--- config.mk ---
export PLATFORM = sky130hd
export DESIGN_NAME = sram_port_arbiter_flat
export DESIGN_NICKNAME = d
export VERILOG_FILES = /design/src/rtl/sram_port_arbiter_if.sv /design/src/rtl/sram_port_arbiter.sv /design/src/flat_wrapper.sv
export SDC_FILE = /design/constraint.sdc
export NUM_CORES = 1
export LEC_CHECK = 0
export ABC_CLOCK_PERIOD_IN_PS = 2900
export CAP_MARGIN = 0
export CORE_AREA = 3 3 105 107
export DETAILED_ROUTE_END_ITERATION = 10
export DIE_AREA = 0 0 108 110
export GPL_TIMING_DRIVEN = 1
export PLACE_DENSITY = 0.57
export SYNTH_ARGS = -nofsm -noshare
export SYNTH_HDL_FRONTEND = slang
export SYNTH_SLANG_ARGS = --single-unit
export TNS_END_PERCENT = 1
--- constraint.sdc ---
create_clock -name clk -period 2.9 [get_ports clk]
set_clock_uncertainty 0.1 [all_clocks]
set_input_delay 0.87 -clock clk [delete_from_list [all_inputs] [get_ports clk]]
set_output_delay 0.87 -clock clk [all_outputs]
set_load 0.02 [all_outputs]
--- src/rtl/sram_port_arbiter_if.sv ---
// Bus bundle between the two CPU requesters, the arbiter and the SRAM.
//   Fetch side : inst_req, inst_addr, inst_cancel -> inst_addr_ok,
//                inst_data_ok, inst_rdata
//   Data side  : data_req, data_wr, data_wstrb, data_addr, data_wdata ->
//                data_addr_ok, data_data_ok, data_rdata
//   SRAM side  : sram_en, sram_we, sram_addr, sram_wdata <- sram_rdata
// The slave modport is the arbiter; the master modport is the environment
// (requesters plus SRAM model).
interface sram_port_arbiter_if #(
  parameter int ADDR_W = 32
);
  logic              inst_req;
  logic [ADDR_W-1:0] inst_addr;
  logic              inst_cancel;
  logic              inst_addr_ok;
  logic              inst_data_ok;
  logic [31:0]       inst_rdata;

  logic              data_req;
  logic              data_wr;
  logic [3:0]        data_wstrb;
  logic [ADDR_W-1:0] data_addr;
  logic [31:0]       data_wdata;
  logic              data_addr_ok;
  logic              data_data_ok;
  logic [31:0]       data_rdata;

  logic              sram_en;
  logic [3:0]        sram_we;
  logic [ADDR_W-1:0] sram_addr;
  logic [31:0]       sram_wdata;
  logic [31:0]       sram_rdata;

  modport slave (
    input  inst_req, inst_addr, inst_cancel,
    output inst_addr_ok, inst_data_ok, inst_rdata,
    input  data_req, data_wr, data_wstrb, data_addr, data_wdata,
    output data_addr_ok, data_data_ok, data_rdata,
    output sram_en, sram_we, sram_addr, sram_wdata,
    input  sram_rdata
  );

  modport master (
    output inst_req, inst_addr, inst_cancel,
    input  inst_addr_ok, inst_data_ok, inst_rdata,
    output data_req, data_wr, data_wstrb, data_addr, data_wdata,
    input  data_addr_ok, data_data_ok, data_rdata,
    input  sram_en, sram_we, sram_addr, sram_wdata,
    output sram_rdata
  );
endinterface

--- src/rtl/sram_port_arbiter.sv ---
// Shares one single-port synchronous SRAM (1-cycle read latency) between the
// instruction-fetch and load/store requesters.
// Ports:
//   clk   - system clock
//   reset - synchronous active-high reset; forces every output to 0
//   bus   - sram_port_arbiter_if.slave: both requester handshakes and the
//           SRAM drive/return signals
// Arbitration favours data; after STARVE_LIMIT consecutive data grants taken
// while fetch was waiting, fetch wins once. One access per cycle, responses
// return the following cycle to the owner recorded at grant time.
module sram_port_arbiter #(
  parameter int STARVE_LIMIT = 4,
  parameter int ADDR_W       = 32
) (
  input logic               clk,
  input logic               reset,
  sram_port_arbiter_if.slave bus
);

  localparam logic [3:0] LIMIT = 4'(STARVE_LIMIT);

  // Streak counter saturates at the limit so a long data burst cannot wrap it.
  function automatic logic [3:0] sat_inc(input logic [3:0] v);
    return (v >= LIMIT) ? LIMIT : v + 4'd1;
  endfunction

  logic [3:0] r_streak;
  logic       r_resp_valid_p1;
  logic       r_resp_inst_p1;

  logic w_inst_live;
  logic w_grant_i;
  logic w_grant_d;
  logic w_grant;
  logic w_resp_i;
  logic w_resp_d;

  // Stage p0: combinational grant and SRAM drive
  always_comb begin
    w_inst_live = bus.inst_req & ~bus.inst_cancel;
    w_grant_i   = ~reset & w_inst_live & (~bus.data_req | (r_streak == LIMIT));
    w_grant_d   = ~reset & bus.data_req & ~w_grant_i;
    w_grant     = w_grant_i | w_grant_d;
  end

  always_comb begin
    bus.inst_addr_ok = w_grant_i;
    bus.data_addr_ok = w_grant_d;
    bus.sram_en      = w_grant;
    bus.sram_we      = 4'd0;
    bus.sram_addr    = {ADDR_W{1'b0}};
    bus.sram_wdata   = 32'd0;
    if (w_grant_i) begin
      bus.sram_addr = bus.inst_addr;
    end else if (w_grant_d) begin
      bus.sram_addr  = bus.data_addr;
      bus.sram_wdata = bus.data_wdata;
      bus.sram_we    = bus.data_wstrb & {4{bus.data_wr}};
    end
  end

  always_ff @(posedge clk) begin
    if (reset) begin
      r_streak        <= 4'd0;
      r_resp_valid_p1 <= 1'b0;
      r_resp_inst_p1  <= 1'b0;
    end else begin
      r_resp_valid_p1 <= w_grant;
      if (w_grant)
        r_resp_inst_p1 <= w_grant_i;
      // A cancelled fetch neither resets nor advances the streak.
      if (w_grant_i || !bus.inst_req)
        r_streak <= 4'd0;
      else if (w_grant_d && w_inst_live)
        r_streak <= sat_inc(r_streak);
    end
  end

  // Stage p1: response routing; a redirect in the response cycle drops fetch data
  always_comb begin
    w_resp_i         = ~reset & r_resp_valid_p1 &  r_resp_inst_p1 & ~bus.inst_cancel;
    w_resp_d         = ~reset & r_resp_valid_p1 & ~r_resp_inst_p1;
    bus.inst_data_ok = w_resp_i;
    bus.data_data_ok = w_resp_d;
    bus.inst_rdata   = w_resp_i ? bus.sram_rdata : 32'd0;
    bus.data_rdata   = w_resp_d ? bus.sram_rdata : 32'd0;
  end

endmodule

--- src/flat_wrapper.sv ---
// flat-port wrapper written by rule: the top's interface ports become plain ports
module sram_port_arbiter_flat 
#(
  parameter int STARVE_LIMIT = 4,
  parameter int ADDR_W       = 32
)
  (clk, reset, bus_inst_req, bus_inst_addr, bus_inst_cancel, bus_inst_addr_ok, bus_inst_data_ok, bus_inst_rdata, bus_data_req, bus_data_wr, bus_data_wstrb, bus_data_addr, bus_data_wdata, bus_data_addr_ok, bus_data_data_ok, bus_data_rdata, bus_sram_en, bus_sram_we, bus_sram_addr, bus_sram_wdata, bus_sram_rdata);
  sram_port_arbiter_if #(.ADDR_W(ADDR_W)) bus_i ();
  input logic clk;
  input logic reset;
  input wire logic [$bits(bus_i.inst_req)-1:0] bus_inst_req;
  input wire logic [$bits(bus_i.inst_addr)-1:0] bus_inst_addr;
  input wire logic [$bits(bus_i.inst_cancel)-1:0] bus_inst_cancel;
  output wire logic [$bits(bus_i.inst_addr_ok)-1:0] bus_inst_addr_ok;
  output wire logic [$bits(bus_i.inst_data_ok)-1:0] bus_inst_data_ok;
  output wire logic [$bits(bus_i.inst_rdata)-1:0] bus_inst_rdata;
  input wire logic [$bits(bus_i.data_req)-1:0] bus_data_req;
  input wire logic [$bits(bus_i.data_wr)-1:0] bus_data_wr;
  input wire logic [$bits(bus_i.data_wstrb)-1:0] bus_data_wstrb;
  input wire logic [$bits(bus_i.data_addr)-1:0] bus_data_addr;
  input wire logic [$bits(bus_i.data_wdata)-1:0] bus_data_wdata;
  output wire logic [$bits(bus_i.data_addr_ok)-1:0] bus_data_addr_ok;
  output wire logic [$bits(bus_i.data_data_ok)-1:0] bus_data_data_ok;
  output wire logic [$bits(bus_i.data_rdata)-1:0] bus_data_rdata;
  output wire logic [$bits(bus_i.sram_en)-1:0] bus_sram_en;
  output wire logic [$bits(bus_i.sram_we)-1:0] bus_sram_we;
  output wire logic [$bits(bus_i.sram_addr)-1:0] bus_sram_addr;
  output wire logic [$bits(bus_i.sram_wdata)-1:0] bus_sram_wdata;
  input wire logic [$bits(bus_i.sram_rdata)-1:0] bus_sram_rdata;
  assign bus_i.inst_req = bus_inst_req;
  assign bus_i.inst_addr = bus_inst_addr;
  assign bus_i.inst_cancel = bus_inst_cancel;
  assign bus_inst_addr_ok = bus_i.inst_addr_ok;
  assign bus_inst_data_ok = bus_i.inst_data_ok;
  assign bus_inst_rdata = bus_i.inst_rdata;
  assign bus_i.data_req = bus_data_req;
  assign bus_i.data_wr = bus_data_wr;
  assign bus_i.data_wstrb = bus_data_wstrb;
  assign bus_i.data_addr = bus_data_addr;
  assign bus_i.data_wdata = bus_data_wdata;
  assign bus_data_addr_ok = bus_i.data_addr_ok;
  assign bus_data_data_ok = bus_i.data_data_ok;
  assign bus_data_rdata = bus_i.data_rdata;
  assign bus_sram_en = bus_i.sram_en;
  assign bus_sram_we = bus_i.sram_we;
  assign bus_sram_addr = bus_i.sram_addr;
  assign bus_sram_wdata = bus_i.sram_wdata;
  assign bus_i.sram_rdata = bus_sram_rdata;
  sram_port_arbiter #(.STARVE_LIMIT(STARVE_LIMIT), .ADDR_W(ADDR_W)) u_core (.clk(clk), .reset(reset), .bus(bus_i));
endmodule
==> impl_metrics.json <==
{
  "syn_area_um2": 1340,
  "cts_tree": "built",
  "synth_area_per_cell_um2": 7.07,
  "arrival_ns": 2.08,
  "start_util": 0.131,
  "violations": "setup timing",
  "area_growth_syn_to_layout_pct": 245,
  "layout-drive-gt1-share": 0.404,
  "clock_latency_ns": 0.22,
  "fin_util": 0.453,
  "final_max_slew_viol_count": 0,
  "layout_min_cycle_time_ns": 3.05,
  "rows": 37,
  "antenna_found_initial": 0,
  "vias": 2383,
  "grt_max_degree": 34,
  "postLayoutCellArea_um2": 4630,
  "synth_top_area_cell": "and2_1",
  "rr_worst_depth": 5,
  "p_per_area_nw_per_um2": 166,
  "syn_inst": 190,
  "wl_per_cell_um": 15.8,
  "drtIter0Drc": 77,
  "via_per_inst": 3.93,
  "gp_congestion": 0.851,
  "grt_pass1_vias": 2422,
  "finalSetupViolCount": 59,
  "n_fill_cell": 1015,
  "drt-total-wl_um": 9600,
  "worstPathMaxFanout": 29,
  "critPathKind": "in -> out",
  "grtUsageTotal": 0.144,
  "die_y_um": 110,
  "synthesis.nets": 330,
  "holdPathStages": 2,
  "yosysSeqAreaShare": 0.0894,
  "numCtsBuffers": 3,
  "place_hpwl_um": 7790,
  "cp-end-kind": "output port",
  "dpl_cell_area_um2": 4420,
  "worst_slew_pin_slew_ns": 0.217,
  "cts_hold_buf": 0,
  "grt_pass1_wl_um": 13600,
  "finalCritPeriodShare": 1.05,
  "layout_common_cells": "clkdlybuf4s50_1 (133), buf_6 (104), and2_1 (85), buf_4 (37), a22o_1 (23)",
  "boundaryPins": 275,
  "overflow": 0,
  "hold_path.class": "reg -> reg",
  "status": "finished with violations",
  "rsz0062_at_grt": "yes",
  "cap_violations": 0,
  "coreArea_um2": 10200,
  "dieArea_um2": 11900,
  "cp-start-kind": "input pin",
  "max_slew_margin": 0.855,
  "peakVddDrop_mv": 0.145,
  "fin_nets": 612,
  "yosysTopAreaCellShare": 0.447,
  "final_antenna_net_count": 0,
  "fmax_mhz": 328,
  "root_buffer": "clkbuf_8",
  "first_pass_iters": 4,
  "synthDistinctLibCells": 25,
  "drc_errors": 0,
  "clk_path_buf_depth": 2,
  "synthTopCellsByArea": "and2_1 (45%), a22o_1 (21%), dfxtp_1 (8.9%)",
  "ys_ff_latch": 6,
  "clkSinkCount": 6,
  "yosys_warnings": 0,
  "finalHoldViolCount": 0,
  "final.setup.worst_slack_ns": -0.151,
  "p_leak_nw": 2.14,
  "required_ns": 1.93,
  "cts_htree_levels": 1,
  "n_antenna_cell": 0,
  "path_clk_slew_ns": 0.04,
  "io_buffers": 274,
  "final_common_cell": "clkdlybuf4s50_1",
  "die_w_um": 108
}
flip-flops by register name, summed over array words and instances (netlist names):
name	cells
u_core.r_resp_valid_p1	1
u_core.r_resp_inst_p1	1
u_core.r_streak	4
through the flow:
| step | power (mW) | cells | setup WS [ns] | hold slack [ns] | setup TNS [ns] |
|---|---|---|---|---|---|
| after floorplan | 0.262 | 190 | -0.0610 | 0.340 | -1.69 |
| after global placement | 0.606 | 599 | -0.995 | 0.356 | -120.12 |
| after detailed placement | 0.611 | 599 | -1.02 | 0.365 | -122.12 |
| after CTS | 0.762 | 604 | -0.217 | 0.370 | -7.19 |
| after global routing | 0.815 | 606 | -0.199 | 0.396 | -11.88 |
| final | 0.771 | 606 | -0.151 | 0.371 | -6.79 |
area by class of cell:
type | instances | area [um^2] | area share
clock buffers | 3 | 41.3 | 0.00891
inverters | 3 | 11.3 | 0.00243
multi-input cells | 164 | 1260 | 0.272
flip-flops and latches | 6 | 120 | 0.0259
well taps | 136 | 170 | 0.0367
repair buffers | 294 | 3030 | 0.654
cell usage after synthesis:
cell type   n
nand3_1     1
o21ba_2     1
buf_4       1
buf_2       1
inv_1       3
and3_1      4
buf_6       4
nor3b_2     1
ha_1        2
a22o_1     32
and3b_1     1
and2_1     96
a21oi_2     1
a21oi_1     5
nor3b_1     1
nand3b_1    1
nand4b_1    1
nor2_1      4
clkbuf_1   11
dfxtp_1     6
nand2b_1    1
nor3_1      2
a21oi_4     1
or3b_4      1
nand2_1     8
final timing paths:
| path | slack, ns | start | end |
|---|---|---|---|
| min | 0.37 | u_core.r_streak[3] | u_core.r_streak[3] |
| max reg2reg | 1.74 | u_core.r_streak[0] | u_core.r_streak[2] |
| min reg2reg | 0.37 | u_core.r_streak[3] | u_core.r_streak[3] |
| max | -0.15 | reset | bus_sram_addr[6] |
layer usage:
| metal | global-route usage | part of all wire | wire length, um | vias to the layer above |
|---|---|---|---|---|
| li1 | - | - | - | 1204 |
| met1 | 0.160 | 0.35 | 3380 | 1055 |
| met2 | 0.282 | 0.55 | 5230 | 111 |
| met3 | 0.0280 | 0.084 | 804 | 13 |
| met4 | 0.0307 | 0.018 | 176 | 0 |
| met5 | 0 | 0 | 0 | - |
timing repair:
action	4_1_cts	5_1_grt
resized for setup	754	57
gates cloned	1	2
buffers inserted	1	1
pin swaps	26	17
endpoints found under the setup margin	137	134
critical path, cell delays in order:
cell     delay [ns]
buf_8          0.10
buf_6          0.11
nor3b_4        0.24
a21oi_4        0.10
buf_12         0.15
buf_16         0.15
a22o_1         0.20
buf_6          0.13
power by group:
part	total (mW)	switching [mW]	internal [mW]
registers	0.0866	0.00144	0.0851
clock network	0.125	0.0359	0.0892
logic	0.559	0.212	0.347
total	0.771	0.249	0.521
logic make-up after synthesis:
group,Yosys count,share of synthesized area
AO/OA/AOI/OAI,40,0.253
adder cells (fa/ha/maj),2,0.0186
buffers and inverters,20,0.0819
flip-flops,6,0.0894
AND/OR/NAND/NOR,122,0.557
(Power assumes the default switching activity.)
